### config.mk
export PLATFORM = sky130hd
export DESIGN_NAME = mem_stage_flat
export DESIGN_NICKNAME = d
export VERILOG_FILES = /design/src/rtl/mem_stage_if.sv /design/src/rtl/mem_stage.sv /design/src/flat_wrapper.sv
export SDC_FILE = /design/constraint.sdc
export NUM_CORES = 1
export LEC_CHECK = 0
export ABC_CLOCK_PERIOD_IN_PS = 4400
export CAP_MARGIN = 40
export CORE_MARGIN = 1.5
export CORE_UTILIZATION = 47
export DETAILED_ROUTE_END_ITERATION = 8
export PLACE_DENSITY = 0.93
export SETUP_SLACK_MARGIN = 0.05
export SKIP_CTS_REPAIR_TIMING = 1
export SLEW_MARGIN = 20
export SYNTH_ARGS = -nofsm -noshare
export SYNTH_HDL_FRONTEND = slang
export SYNTH_SLANG_ARGS = --single-unit
### constraint.sdc
create_clock -name clk -period 4.4 [get_ports clk]
set_input_delay 0.44 -clock clk [delete_from_list [all_inputs] [get_ports clk]]
set_output_delay 0.44 -clock clk [all_outputs]
set_load 0.005 [all_outputs]
### src/rtl/mem_stage_if.sv
// Data-memory request/response bus between the MEM stage (master) and the data memory (slave).
interface mem_stage_if;
    logic        dmem_req;
    logic        dmem_we;
    logic [31:0] dmem_addr;
    logic [31:0] dmem_wdata;
    logic [3:0]  dmem_be;
    logic        dmem_ready;
    logic [31:0] dmem_rdata;

    modport master (
        output dmem_req, dmem_we, dmem_addr, dmem_wdata, dmem_be,
        input  dmem_ready, dmem_rdata
    );

    modport slave (
        input  dmem_req, dmem_we, dmem_addr, dmem_wdata, dmem_be,
        output dmem_ready, dmem_rdata
    );
endinterface

### src/rtl/mem_stage.sv
// Pipeline MEM stage: issues one data-memory access at a time and produces the MEM/WB register.
// Optional macro MEM_MISALIGN_TRAP_EN: trap misaligned half/word accesses instead of aligning them.
module mem_stage (
    input  logic        clk,
    input  logic        rst,
    input  logic        valid_in,
    input  logic [31:0] alu_result,
    input  logic [31:0] rd2,
    input  logic [4:0]  rd_addr,
    input  logic        write_reg,
    input  logic        mem_read,
    input  logic        mem_write,
    input  logic [1:0]  mem_size,
    input  logic        mem_unsigned,
    mem_stage_if.master dmem,
    output logic        mem_stall,
    output logic        wb_valid,
    output logic        wb_write_reg,
    output logic [31:0] wb_data,
    output logic [4:0]  wb_rd_addr,
    output logic        misalign_exc
);

    typedef enum logic [0:0] {IDLE = 1'b0, ACCESS = 1'b1} state_t;

    state_t      state_r, state_s;
    logic        is_mem_s, trap_s, accept_s, complete_s;
    logic [3:0]  be_s;
    logic [31:0] wdata_s;
    logic        we_r, wreg_r, uns_r, exc_r, wb_valid_r, wb_wreg_r;
    logic [1:0]  size_r;
    logic [3:0]  be_r;
    logic [4:0]  rd_r, wb_rd_r;
    logic [31:0] addr_r, wdata_r, wb_data_r;

    // Select the byte lane(s) named by the byte enables and extend to 32 bits.
    function automatic logic [31:0] load_extract(input logic [31:0] rdata, input logic [3:0] be,
                                                 input logic [1:0] size, input logic uns);
        logic [7:0]  b;
        logic [15:0] h;
        logic [31:0] r;
        case (be)
            4'b0010: b = rdata[15:8];
            4'b0100: b = rdata[23:16];
            4'b1000: b = rdata[31:24];
            default: b = rdata[7:0];
        endcase
        h = be[2] ? rdata[31:16] : rdata[15:0];
        case (size)
            2'b00:   r = uns ? {24'h000000, b} : {{24{b[7]}}, b};
            2'b01:   r = uns ? {16'h0000, h} : {{16{h[15]}}, h};
            default: r = rdata;
        endcase
        return r;
    endfunction

    assign is_mem_s = mem_read | mem_write;

`ifdef MEM_MISALIGN_TRAP_EN
    logic misaligned_s;
    assign misaligned_s = ((mem_size == 2'b01) && alu_result[0]) ||
                          (mem_size[1] && (alu_result[1:0] != 2'b00));
    assign trap_s = valid_in & is_mem_s & misaligned_s & (state_r == IDLE);
`else
    assign trap_s = 1'b0;
`endif

    // Byte enables and lane-replicated store data for the incoming access.
    always_comb begin
        be_s    = 4'b1111;
        wdata_s = rd2;
        case (mem_size)
            2'b00: begin
                be_s    = 4'b0001 << alu_result[1:0];
                wdata_s = {4{rd2[7:0]}};
            end
            2'b01: begin
                be_s    = 4'b0011 << {alu_result[1], 1'b0};
                wdata_s = {2{rd2[15:0]}};
            end
            default: begin
                be_s    = 4'b1111;
                wdata_s = rd2;
            end
        endcase
    end

    // Next-state logic for the access sequencer.
    always_comb begin
        state_s    = state_r;
        accept_s   = 1'b0;
        complete_s = 1'b0;
        case (state_r)
            IDLE: begin
                if (valid_in && is_mem_s && !trap_s) begin
                    state_s  = ACCESS;
                    accept_s = 1'b1;
                end else begin
                    state_s = IDLE;
                end
            end
            ACCESS: begin
                if (dmem.dmem_ready) begin
                    state_s    = IDLE;
                    complete_s = 1'b1;
                end else begin
                    state_s = ACCESS;
                end
            end
            default: state_s = IDLE;
        endcase
    end

    // Sequencer state register.
    always_ff @(posedge clk) begin
        if (rst) begin
            state_r <= IDLE;
        end else begin
            state_r <= state_s;
        end
    end

    // Request fields captured at acceptance, and the MEM/WB register.
    always_ff @(posedge clk) begin
        if (rst) begin
            we_r       <= 1'b0;
            addr_r     <= 32'h0000_0000;
            wdata_r    <= 32'h0000_0000;
            be_r       <= 4'b0000;
            size_r     <= 2'b00;
            uns_r      <= 1'b0;
            rd_r       <= 5'd0;
            wreg_r     <= 1'b0;
            wb_valid_r <= 1'b0;
            wb_wreg_r  <= 1'b0;
            wb_data_r  <= 32'h0000_0000;
            wb_rd_r    <= 5'd0;
            exc_r      <= 1'b0;
        end else begin
            wb_valid_r <= 1'b0;
            wb_wreg_r  <= 1'b0;
            exc_r      <= 1'b0;
            if (accept_s) begin
                we_r    <= mem_write;
                addr_r  <= {alu_result[31:2], 2'b00};
                wdata_r <= wdata_s;
                be_r    <= be_s;
                size_r  <= mem_size;
                uns_r   <= mem_unsigned;
                rd_r    <= rd_addr;
                wreg_r  <= write_reg;
            end
            if (complete_s) begin
                wb_valid_r <= 1'b1;
                wb_wreg_r  <= wreg_r & ~we_r;
                wb_rd_r    <= rd_r;
                if (!we_r) begin
                    wb_data_r <= load_extract(dmem.dmem_rdata, be_r, size_r, uns_r);
                end
            end else if ((state_r == IDLE) && valid_in && !is_mem_s) begin
                wb_valid_r <= 1'b1;
                wb_wreg_r  <= write_reg;
                wb_data_r  <= alu_result;
                wb_rd_r    <= rd_addr;
            end else if (trap_s) begin
                // Trapped access retires immediately without writing a register.
                wb_valid_r <= 1'b1;
                wb_rd_r    <= rd_addr;
                exc_r      <= 1'b1;
            end
        end
    end

    assign dmem.dmem_req   = (state_r == ACCESS);
    assign dmem.dmem_we    = we_r;
    assign dmem.dmem_addr  = addr_r;
    assign dmem.dmem_wdata = wdata_r;
    assign dmem.dmem_be    = be_r;

    assign mem_stall    = valid_in & is_mem_s & ~trap_s & ~((state_r == ACCESS) & dmem.dmem_ready);
    assign wb_valid     = wb_valid_r;
    assign wb_write_reg = wb_wreg_r;
    assign wb_data      = wb_data_r;
    assign wb_rd_addr   = wb_rd_r;
    assign misalign_exc = exc_r;

endmodule

### src/flat_wrapper.sv
// flat-port wrapper written by rule: the top's interface ports become plain ports
module mem_stage_flat 
  (clk, rst, valid_in, alu_result, rd2, rd_addr, write_reg, mem_read, mem_write, mem_size, mem_unsigned, mem_stall, wb_valid, wb_write_reg, wb_data, wb_rd_addr, misalign_exc, dmem_dmem_req, dmem_dmem_we, dmem_dmem_addr, dmem_dmem_wdata, dmem_dmem_be, dmem_dmem_ready, dmem_dmem_rdata);
  mem_stage_if dmem_i ();
  input  logic clk;
  input  logic rst;
  input  logic valid_in;
  input  logic [31:0] alu_result;
  input  logic [31:0] rd2;
  input  logic [4:0] rd_addr;
  input  logic write_reg;
  input  logic mem_read;
  input  logic mem_write;
  input  logic [1:0] mem_size;
  input  logic mem_unsigned;
  output logic mem_stall;
  output logic wb_valid;
  output logic wb_write_reg;
  output logic [31:0] wb_data;
  output logic [4:0] wb_rd_addr;
  output logic misalign_exc;
  output wire logic [$bits(dmem_i.dmem_req)-1:0] dmem_dmem_req;
  output wire logic [$bits(dmem_i.dmem_we)-1:0] dmem_dmem_we;
  output wire logic [$bits(dmem_i.dmem_addr)-1:0] dmem_dmem_addr;
  output wire logic [$bits(dmem_i.dmem_wdata)-1:0] dmem_dmem_wdata;
  output wire logic [$bits(dmem_i.dmem_be)-1:0] dmem_dmem_be;
  input wire logic [$bits(dmem_i.dmem_ready)-1:0] dmem_dmem_ready;
  input wire logic [$bits(dmem_i.dmem_rdata)-1:0] dmem_dmem_rdata;
  assign dmem_dmem_req = dmem_i.dmem_req;
  assign dmem_dmem_we = dmem_i.dmem_we;
  assign dmem_dmem_addr = dmem_i.dmem_addr;
  assign dmem_dmem_wdata = dmem_i.dmem_wdata;
  assign dmem_dmem_be = dmem_i.dmem_be;
  assign dmem_i.dmem_ready = dmem_dmem_ready;
  assign dmem_i.dmem_rdata = dmem_dmem_rdata;
  mem_stage u_core (.clk(clk), .rst(rst), .valid_in(valid_in), .alu_result(alu_result), .rd2(rd2), .rd_addr(rd_addr), .write_reg(write_reg), .mem_read(mem_read), .mem_write(mem_write), .mem_size(mem_size), .mem_unsigned(mem_unsigned), .dmem(dmem_i), .mem_stall(mem_stall), .wb_valid(wb_valid), .wb_write_reg(wb_write_reg), .wb_data(wb_data), .wb_rd_addr(wb_rd_addr), .misalign_exc(misalign_exc));
endmodule
==> results of run 1 <==
==> tightest hold or removal path, stage by stage, from the launching register on <==
cell     delay (ns)
dfxtp_1        0.30
nand2_1        0.05
a21oi_1        0.05
==> cells by family after synthesis <==
group,after synthesis,share of synthesized area [%]
mux,18,3.27
flops,116,41.8
simple gates,277,21.6
xor+xnor,1,0.158
other cells,1,0.0675
buf+inv,71,5.86
compound gates,217,27.2
==> cell type report <==
cell class              count  area [sq um]  area share (%)
multi-input cells         516          2930            35.3
flip-flops and latches    116          2320            28.0
repair buffers            230          2300            27.8
clock buffers              28           507            6.10
well taps                 143           179            2.15
clock inverters             4          45.0           0.542
inverters                   4          15.0           0.181
==> metrics by stage <==
| stage | hold WS [ns] | total power [mW] | instances |
|---|---|---|---|
| 6_report | 0.452 | 3.06 | 1041 |
| 5_1_grt | 0.466 | 3.18 | 1041 |
| 4_1_cts | 0.453 | 3.06 | 1039 |
| 3_5_place_dp | 0.445 | 1.76 | 1007 |
| 3_3_place_gp | 0.441 | 1.75 | 1005 |
| 2_1_floorplan | 0.436 | 1.45 | 703 |
==> synthesized netlist by cell type (3+ instances only) <==
master    count
buf_1         5
o21ai_1      16
nor3_1        6
nand3b_1      9
a22oi_1      13
nor2b_1       4
nor2_1       55
a311oi_1      8
o21ai_0      39
a221oi_2     16
a221oi_1     22
a211oi_1     12
and3b_1       3
o211ai_1      8
mux2i_1      17
dfxtp_1     116
nand2b_1     10
nor4_2        3
clkbuf_1     47
buf_4         6
inv_1         4
buf_2         5
nand2_1     178
buf_6         4
a21oi_1      69
==> how the worst max path moves through the flow <==
| stage | start | endpoint | slack, ns | depth (start not counted) |
|---|---|---|---|---|
| after detailed placement | mem_write | u_core.wb_data[25] | 1.56 | 7 |
| after floorplan | mem_write | u_core.wb_data[15] | 2.67 | 6 |
| after CTS | u_core.dmem.dmem_req | mem_stall | 1.73 | 3 |
| final | u_core.dmem.dmem_req | mem_stall | 1.77 | 3 |
| after global placement | mem_write | u_core.wb_data[13] | 1.53 | 6 |
| after global routing | u_core.dmem.dmem_req | mem_stall | 1.62 | 3 |
==> layout by cell type, fill, tap and decap left out, drive strengths merged, types with 2 or more instances in the layout <==
cell type      instances
o22ai                  2
o211ai                 8
o21ai                 56
nand2                178
mux2i                 17
a221oi                38
conb                   3
clkinv                 3
inv                    4
nor3                   7
nand3                  2
a21boi                 2
nand2b                10
nor3b                  2
nor4                   3
a211oi                12
nand3b                 9
nor2                  56
nor2b                  4
a22oi                 13
a21oi                 70
a311oi                10
clkdlybuf4s50        217
dfxtp                116
and3b                  3
buf                   13
clkbuf                28
==> power breakdown <==
| part | leakage [nW] | internal [mW] | switching (mW) |
|---|---|---|---|
| clock network | 0.272 | 0.833 | 0.466 |
| registers | 0.950 | 1.12 | 0.0467 |
| logic | 1.68 | 0.303 | 0.290 |
| total | 2.91 | 2.26 | 0.802 |
==> per-layer routing <==
layer	up-vias	wire [um]	global-route usage (%)
li1	2826	-	-
met1	2854	7330	35.4
met2	335	9070	50.5
met3	54	2010	10.8
met4	0	729	16.9
met5	-	0	0
==> impl_results.md, run 1 <==
* Setup ws final at 1.77 ns
* Antenna Cells at 0
* Post-Syn Area per Cell at 7.92 sq um
* First-pass iteration count of the detailed router at 5
* # fillers at 862
* Area leader, netlist: dfxtp_1
* Gr usage total at 30.9%
* Critical path type: register to output port
* Detail Route Antenna Nets at 0
* Vias in the first global route at 5917
* Die height at 112 um
* Number of synthesized flops with an enable pin at 0
* PD cells at 368 nW/um^2
* Post-synthesis cell count at 701
* Routed len/inst at 18.4 um
* Total Nets Final at 996
* Largest net degree at the start of global routing at 75
* CP Launch Type: register
* Hold Crit Depth at 2
* H-tree depth at 4
* Worst-Margin Slew at 0.833 ns
* Peak supply drop at 0.000265 V
* Fin crit period at 2.63 ns
* Total die area at 12500 sq um
* Worst Path Required at 3.96 ns
* Clock tree sinks at 116
* I/O Buffers at 218
* Max-cap violations at 0
* Crit path DAT at 2.19 ns
* Async set or reset register ratio after synthesis at 0%
* Fin area at 8300 sq um
* Final WL at 19100 um
* Top cells by area, synth: dfxtp_1 (42%), nand2_1 (12%), a21oi_1 (6.2%)
* Pre-CTS setup slack at 1.56 ns
* Slowest stage delay, CP at 0.68 ns
* Share of cells above drive strength 1 at 7.68%
* Max Freq at 0.381 GHz
* Final worst path period share at 59.7%
* DRC Markers at 0
* Initial antenna violation count at 0
* Io pins at 222
* TritonCTS clock tree: built
* Clk buf depth at 2
* Final count of negative-setup-slack endpoints at 0
* Crit-path slowest cell: and2_2
* Global-route wire length before repair at 30500 um
* Netlist cell types at 47
* CTS root buf: clkbuf_16
* Fin. Hold Viols at 0
* Post-layout util at 72.4%
* Mapped cell area at 5550 sq um
* Outcome: finished clean
* Syn. warnings at 0
* Hold path endpoint: u_core.dmem.dmem_addr[12]
* Grt ovf at 0
* Final Max Tran Viols at 0
* Final Skew at 0.00556 ns
* Routability congestion estimate at 0.857
* Worst Path Buf+Inv at 1
* Crit-path max FO at 35
* Sequential area share after synthesis at 41.8%
* Clk_lat worst skew at 0.42 ns
* Critical Path Sink Type: output port
* Clk pin slew, worst setup/hold paths at 0.05 ns
* R2R Path Start: u_core.dmem.dmem_req
* Worst r2r path cells at 6
* Setup TNS at 0 ns
* Via count at 6069
* Starting Density at 48.4%
* Worst R2R Setup Slack at 2.14 ns
* Critical-path cell list: and2_2 > nor2_1 > clkdlybuf4s50_1
* Hold Crit Class: register to register
* Vias/cell at 5.83
* RSZ-0062 raised after global routing: no
* CTS buffer count at 17
* Chip Width at 112 um
* Main synth FF type: dfxtp_1
* # rows at 39
* Area Overhead vs Synth at 49.6%
* HPWL after DPL at 13400 um
* Top-area cell type share of the netlist area at 41.8%
* Hold path start: u_core.dmem.dmem_addr[12]
* Worst reg2reg path endpoint: u_core.wb_data[30]
* Number of DRC markers in iteration 0 at 468
* FF+latch count, synth at 116
* Worst slew margin at 44.3%
* Area after DPL at 7720 sq um
* CP top delay family: simple AND/OR/NAND/NOR gates
* Core ar. at 11500 sq um
* Leak at 2.91 nW
(Power assumes the default switching activity.)
==> inputs of run 2 (changes only) <==
- ABC_CLOCK_PERIOD_IN_PS: 4400 -> 2300
- CORE_UTILIZATION: 47 -> 40
- PLACE_DENSITY: 0.93 -> 0.85
- clock period: 4.4 -> 2.3 ns (I/O delays scaled with it)
==> run 2 against run 1 <==
Sequential share of layout area fell by 1.1 points. Combinational power rose by 96%. Via count fell by 0.43%. Critical path type unchanged. Non-clock buffer count rose by 19. Critical path depth did not move. Global-route usage fell by 4.4 points. Highest routed layer unchanged. Critical endpoint unchanged. Largest cell class unchanged. Flip-flop and latch count did not move. Utilization fell by 8.0 points.
==> impl_results.md, run 2 (synthesis gave the netlist of run 1 again) <==
* DR WL met3 at 2150 um
* Setup ws final at 0.281 ns
* R2R Path Start: u_core.dmem.dmem_be[2]
* Grt ovf at 0
* Clock tree sinks at 116
* RSZ-0062 raised after global routing: no
* Final worst path period share at 87.8%
* CTS root buf: clkbuf_16
* Vias/cell at 5.53
* # fillers at 1137
* Most frequent cells in the layout: clkdlybuf4s50_1 (217), nand2_1 (178), dfxtp_1 (116), a21oi_1 (69), nor2_1 (55)
* Highest metal used: met4
* Hold slack at 0.300 ns
* Leak at 3.06 nW
* CP Launch Type: register
* CTS buffer count at 17
* Global-route wire length before repair at 30000 um
* Number of DRC markers in iteration 0 at 521
* Most common cell after layout, fill and taps aside: clkdlybuf4s50_1
* Vias in the first global route at 5789
* CP startpoint: u_core.dmem.dmem_req
* Final WL at 19300 um
* H-tree depth at 4
* Area Overhead vs Synth at 55.4%
* Total die area at 14600 sq um
* Share of cells above drive strength 1 at 10.0%
* Detail Route Antenna Nets at 0
* M1 WL at 7370 um
* Fin. Hold Viols at 0
* Chip Width at 121 um
* Final Max Tran Viols at 0
* Routability congestion estimate at 0.867
* Hold Crit Class: input pin to register
* HPWL after DPL at 14100 um
* Hold path start: rst
* Sequential cell area at 2320 sq um
* Area after DPL at 7950 sq um
* Core ar. at 13400 sq um
* Max Freq at 0.495 GHz
* # rows at 42
* Outcome: finished clean
* Worst R2R Setup Slack at 0.34 ns
* Max-cap violations at 0
* Io pins at 222
* Worst reg2reg path endpoint: u_core.wb_data[12]
* Critical path type: register to output port
* Setup TNS at 0 ns
* I/O Buffers at 218
* Peak supply drop at 0.000454 V
* Pre-CTS setup slack at 0.268 ns
* Routed len/inst at 17.6 um
* Clk pin slew, worst setup/hold paths at 0.05 ns
* Largest net degree at the start of global routing at 46
* Final Skew at 0.00598 ns
* Die height at 121 um
* DRC Markers at 0
* Initial antenna violation count at 0
* PD cells at 745 nW/um^2
* Worst Path Required at 2.07 ns
* Gr usage total at 26.4%
* Total Nets Final at 1015
* Critical Path Sink Type: output port
* Fin area at 8630 sq um
* Starting Density at 41.4%
* Met2 wire length at 9230 um
* Final count of negative-setup-slack endpoints at 0
* Worst r2r path cells at 5
* First-pass iteration count of the detailed router at 5
* Via count at 6043
* TritonCTS clock tree: built
* Clk buf depth at 2
* Critical path destination: mem_stall
* Antenna Cells at 0
* Worst-Margin Slew at 0.650 ns
* Clk_lat worst skew at 0.41 ns
* Fin crit period at 2.02 ns
* Crit-path max FO at 18
* Area occupied by multi-input gates at 2930 sq um
* Worst slew margin at 56.6%
* Crit path DAT at 1.79 ns
run 2: cell count changes in the layout (fill, tap and decap cells not counted), sizes merged:
cell,before,now
clkinv,3,2
clkbuf,28,23
buf,13,32
clkinvlp,0,1
bufinv,1,6
run 2: per-layer routing:
metal  vias up  GRT usage [%]
met5         -              0
met4         0           10.4
met3        35           10.8
met2       310           44.4
met1      2821           29.9
li1       2877              -
run 2: report_power, final:
| part | leakage (nW) | switching [mW] | internal [mW] |
|---|---|---|---|
| registers | 0.950 | 0.0921 | 2.14 |
| logic | 1.78 | 0.549 | 0.611 |
| clock network | 0.327 | 0.923 | 2.12 |
| total | 3.06 | 1.56 | 4.87 |
run 2: worst min-delay path by stage:
stage,cells past startpoint,endpoint
floorplan,2,u_core.rd_r[0]
CTS,2,u_core.dmem.dmem_we
global route,2,u_core.dmem.dmem_we
finish,2,u_core.dmem.dmem_we
detailed placement,2,u_core.dmem.dmem_addr[19]
global placement,2,u_core.dmem.dmem_wdata[26]
run 2: final cells by class:
cell class	count	share of cell area, %
clock inverters	9	2.29
flip-flops and latches	116	26.9
repair buffers	249	28.5
multi-input cells	516	34.0
well taps	176	2.55
inverters	4	0.174
clock buffers	23	5.54
run 2: critical path: stages, from the launching register on:
cell,delay (ns)
dfxtp_1,0.50
and2_4,0.34
nor2_1,0.07
clkdlybuf4s50_1,0.47
run 2: through the flow:
step | std cells | utilization [%] | power, mW
floorplan | 703 | - | 2.78
global placement | 1061 | 59.3 | 3.40
detailed placement | 1061 | 59.3 | 3.43
CTS | 1093 | 64.4 | 6.48
global route | 1093 | 64.4 | 6.68
finish | 1093 | 64.4 | 6.43
==> inputs of run 3 (changes only) <==
- ABC_AREA: unset -> 1
- CORE_UTILIZATION: 40 -> 39
- PLACE_DENSITY: 0.85 -> 0.84
==> run 3 against run 2 <==
Die area is 2.3% lower. Critical path type is now register to register. Sequential share of layout area is 1.2 points higher. Largest cell class unchanged. Power shrank 3.0%. Clock power is 12% lower. Largest power group unchanged. Utilization decreased by 1.9 points.
==> impl_results.md, run 3 <==
* Global-route wire length before repair at 27900 um
* DRC Markers at 0
* Final WL at 17900 um
* Top cells by area, synth: dfxtp_1 (44%), a21oi_1 (14%), o21ai_0 (11%)
* Max Freq at 0.533 GHz
* Final Max Tran Viols at 0
* Total die area at 14300 sq um
* FF+latch count, synth at 116
* Share of cells above drive strength 1 at 7.06%
* Pre-CTS setup slack at 0.373 ns
* Vias/cell at 5.28
* Max-cap violations at 0
* # rows at 42
* H-tree depth at 4
* Peak supply drop at 0.000448 V
* Hold Crit Class: input pin to register
* Number of synthesized flops with an enable pin at 0
* HPWL after DPL at 12800 um
* Detail Route Antenna Nets at 0
* Fin. Hold Viols at 0
* Final worst path period share at 81.6%
* Post-Syn Area per Cell at 7.07 sq um
* PD cells at 754 nW/um^2
* Sequential area share after synthesis at 43.9%
* Clk pin slew, worst setup/hold paths at 0.05 ns
* Critical path type: register to register
* CP Launch Type: register
* Die height at 119 um
* Largest net degree at the start of global routing at 60
* Post-synthesis cell count at 748
* Syn. warnings at 0
* Final count of negative-setup-slack endpoints at 0
* Placed Cells at 1109
* Total Nets Final at 1063
* Grt ovf at 0
* Crit-path max FO at 24
* Clk_lat worst skew at 0.42 ns
* Most frequent cells in the layout: clkdlybuf4s50_1 (218), a21oi_1 (151), o21ai_0 (120), dfxtp_1 (116), nand2_1 (93)
* Initial antenna violation count at 0
* Vias in the first global route at 5443
* TritonCTS clock tree: built
* Io pins at 222
* RSZ-0062 raised after global routing: no
* Antenna Cells at 0
* Setup TNS at 0 ns
* Chip Width at 119 um
* Final Non-Filler Cells at 1139
* Routed len/inst at 15.7 um
* Main synth FF type: dfxtp_1
* Routability congestion estimate at 0.911
* Leak at 3.39 nW
* Gr usage total at 25.1%
* Area leader, netlist: dfxtp_1
* Most common cell after layout, fill and taps aside: clkdlybuf4s50_1
* Critical Path Sink Type: register
* Core ar. at 13200 sq um
* Worst Path Required at 2.62 ns
* Design Power at 6.24 mW
* Top-area cell type share of the netlist area at 43.9%
* I/O Buffers at 218
* Crit path DAT at 2.20 ns
* Netlist cell types at 27
* Mapped cell area at 5290 sq um
* CTS root buf: clkbuf_16
* Most common cell in the netlist: a21oi_1
* Via count at 6010
* CTS buffer count at 17
* # fillers at 1185
* Commonest cells post-synth: a21oi_1 (151), o21ai_0 (120), dfxtp_1 (116)
* Starting Density at 39.9%
* Outcome: finished clean
* Final Skew at 0.0123 ns
* Worst R2R Setup Slack at 0.42 ns
* Clk buf depth at 2
* Area Overhead vs Synth at 56.5%
* Clock tree sinks at 116
* First-pass iteration count of the detailed router at 7
* Hold slack at 0.385 ns
* Setup ws final at 0.424 ns
* Fin crit period at 1.88 ns
* Async set or reset register ratio after synthesis at 0%
* Number of DRC markers in iteration 0 at 497
[run 3: changes by cell type after synthesis, moves of 9 or more]
| cell | delta |
|---|---|
| clkbuf_1 | -14 |
| a21oi_1 | +82 |
| o21ai_1 | -10 |
| nand3_1 | +33 |
| o21ai_0 | +81 |
| a22oi_1 | -11 |
| a221oi_1 | -18 |
| nand2b_1 | -10 |
| nand2_1 | -84 |
| mux2i_1 | -17 |
| a221oi_2 | -16 |
| inv_1 | +59 |
| nand3b_1 | -9 |
[run 3: worst max-delay path, cell delays in order (launching register included)]
cell     delay [ns]
dfxtp_1        0.52
inv_2          0.11
nor2_2         0.14
nand2_1        0.08
nand3_2        0.11
nor2_1         0.07
nor2_4         0.11
nand3_4        0.26
nand2_1        0.14
nand2_1        0.07
a21oi_1        0.18
[run 3: layout make-up]
cell class	count	area [sq um]	area share, %
clock inverters	9	128	1.54
inverters	69	259	3.13
multi-input cells	511	2460	29.7
well taps	176	220	2.66
repair buffers	237	2400	29.0
clock buffers	21	480	5.81
flip-flops and latches	116	2320	28.1
[run 3: final timing paths]
| path | startpoint | end | cells past startpoint |
|---|---|---|---|
| worst max register to register | u_core.dmem.dmem_be[2] | u_core.wb_data[10] | 10 |
| worst max-delay path | u_core.dmem.dmem_be[2] | u_core.wb_data[10] | 10 |
| worst min register to register | u_core.wb_rd_addr[0] | u_core.wb_rd_addr[0] | 2 |
| worst min-delay path | alu_result[29] | u_core.dmem.dmem_addr[29] | 3 |
[run 3: per-layer routing]
| metal | part of all wire [%] | up-vias | global-route usage, % |
|---|---|---|---|
| met1 | 42 | 2726 | 32.0 |
| met2 | 45 | 285 | 38.3 |
| met5 | 0 | - | 0 |
| met4 | 4.5 | 0 | 14.3 |
| met3 | 7.9 | 62 | 6.80 |
| li1 | - | 2937 | - |
[run 3: cells by family after synthesis]
| kind of cell | after synthesis | synth area share, % |
|---|---|---|
| AND/OR/NAND/NOR | 204 | 16.3 |
| flip-flops | 116 | 43.9 |
| other | 1 | 0.0710 |
| AO/OA/AOI/OAI | 304 | 30.0 |
| buffers and inverters | 123 | 9.71 |
[run 3: report_power, final]
part | internal (mW) | switching, mW | total, mW | leakage, nW
Combinational | 0.653 | 0.614 | 1.27 | 2.14
Sequential | 2.18 | 0.0969 | 2.28 | 0.957
Clock | 1.80 | 0.892 | 2.69 | 0.293
[run 3: per-stage QoR]
stage / area, sq um / util, %
global placement: 7660 / 57.9
finish: 8270 / 62.4
CTS: 8270 / 62.4
floorplan: 5290 / -
global route: 8270 / 62.4
detailed placement: 7660 / 57.9
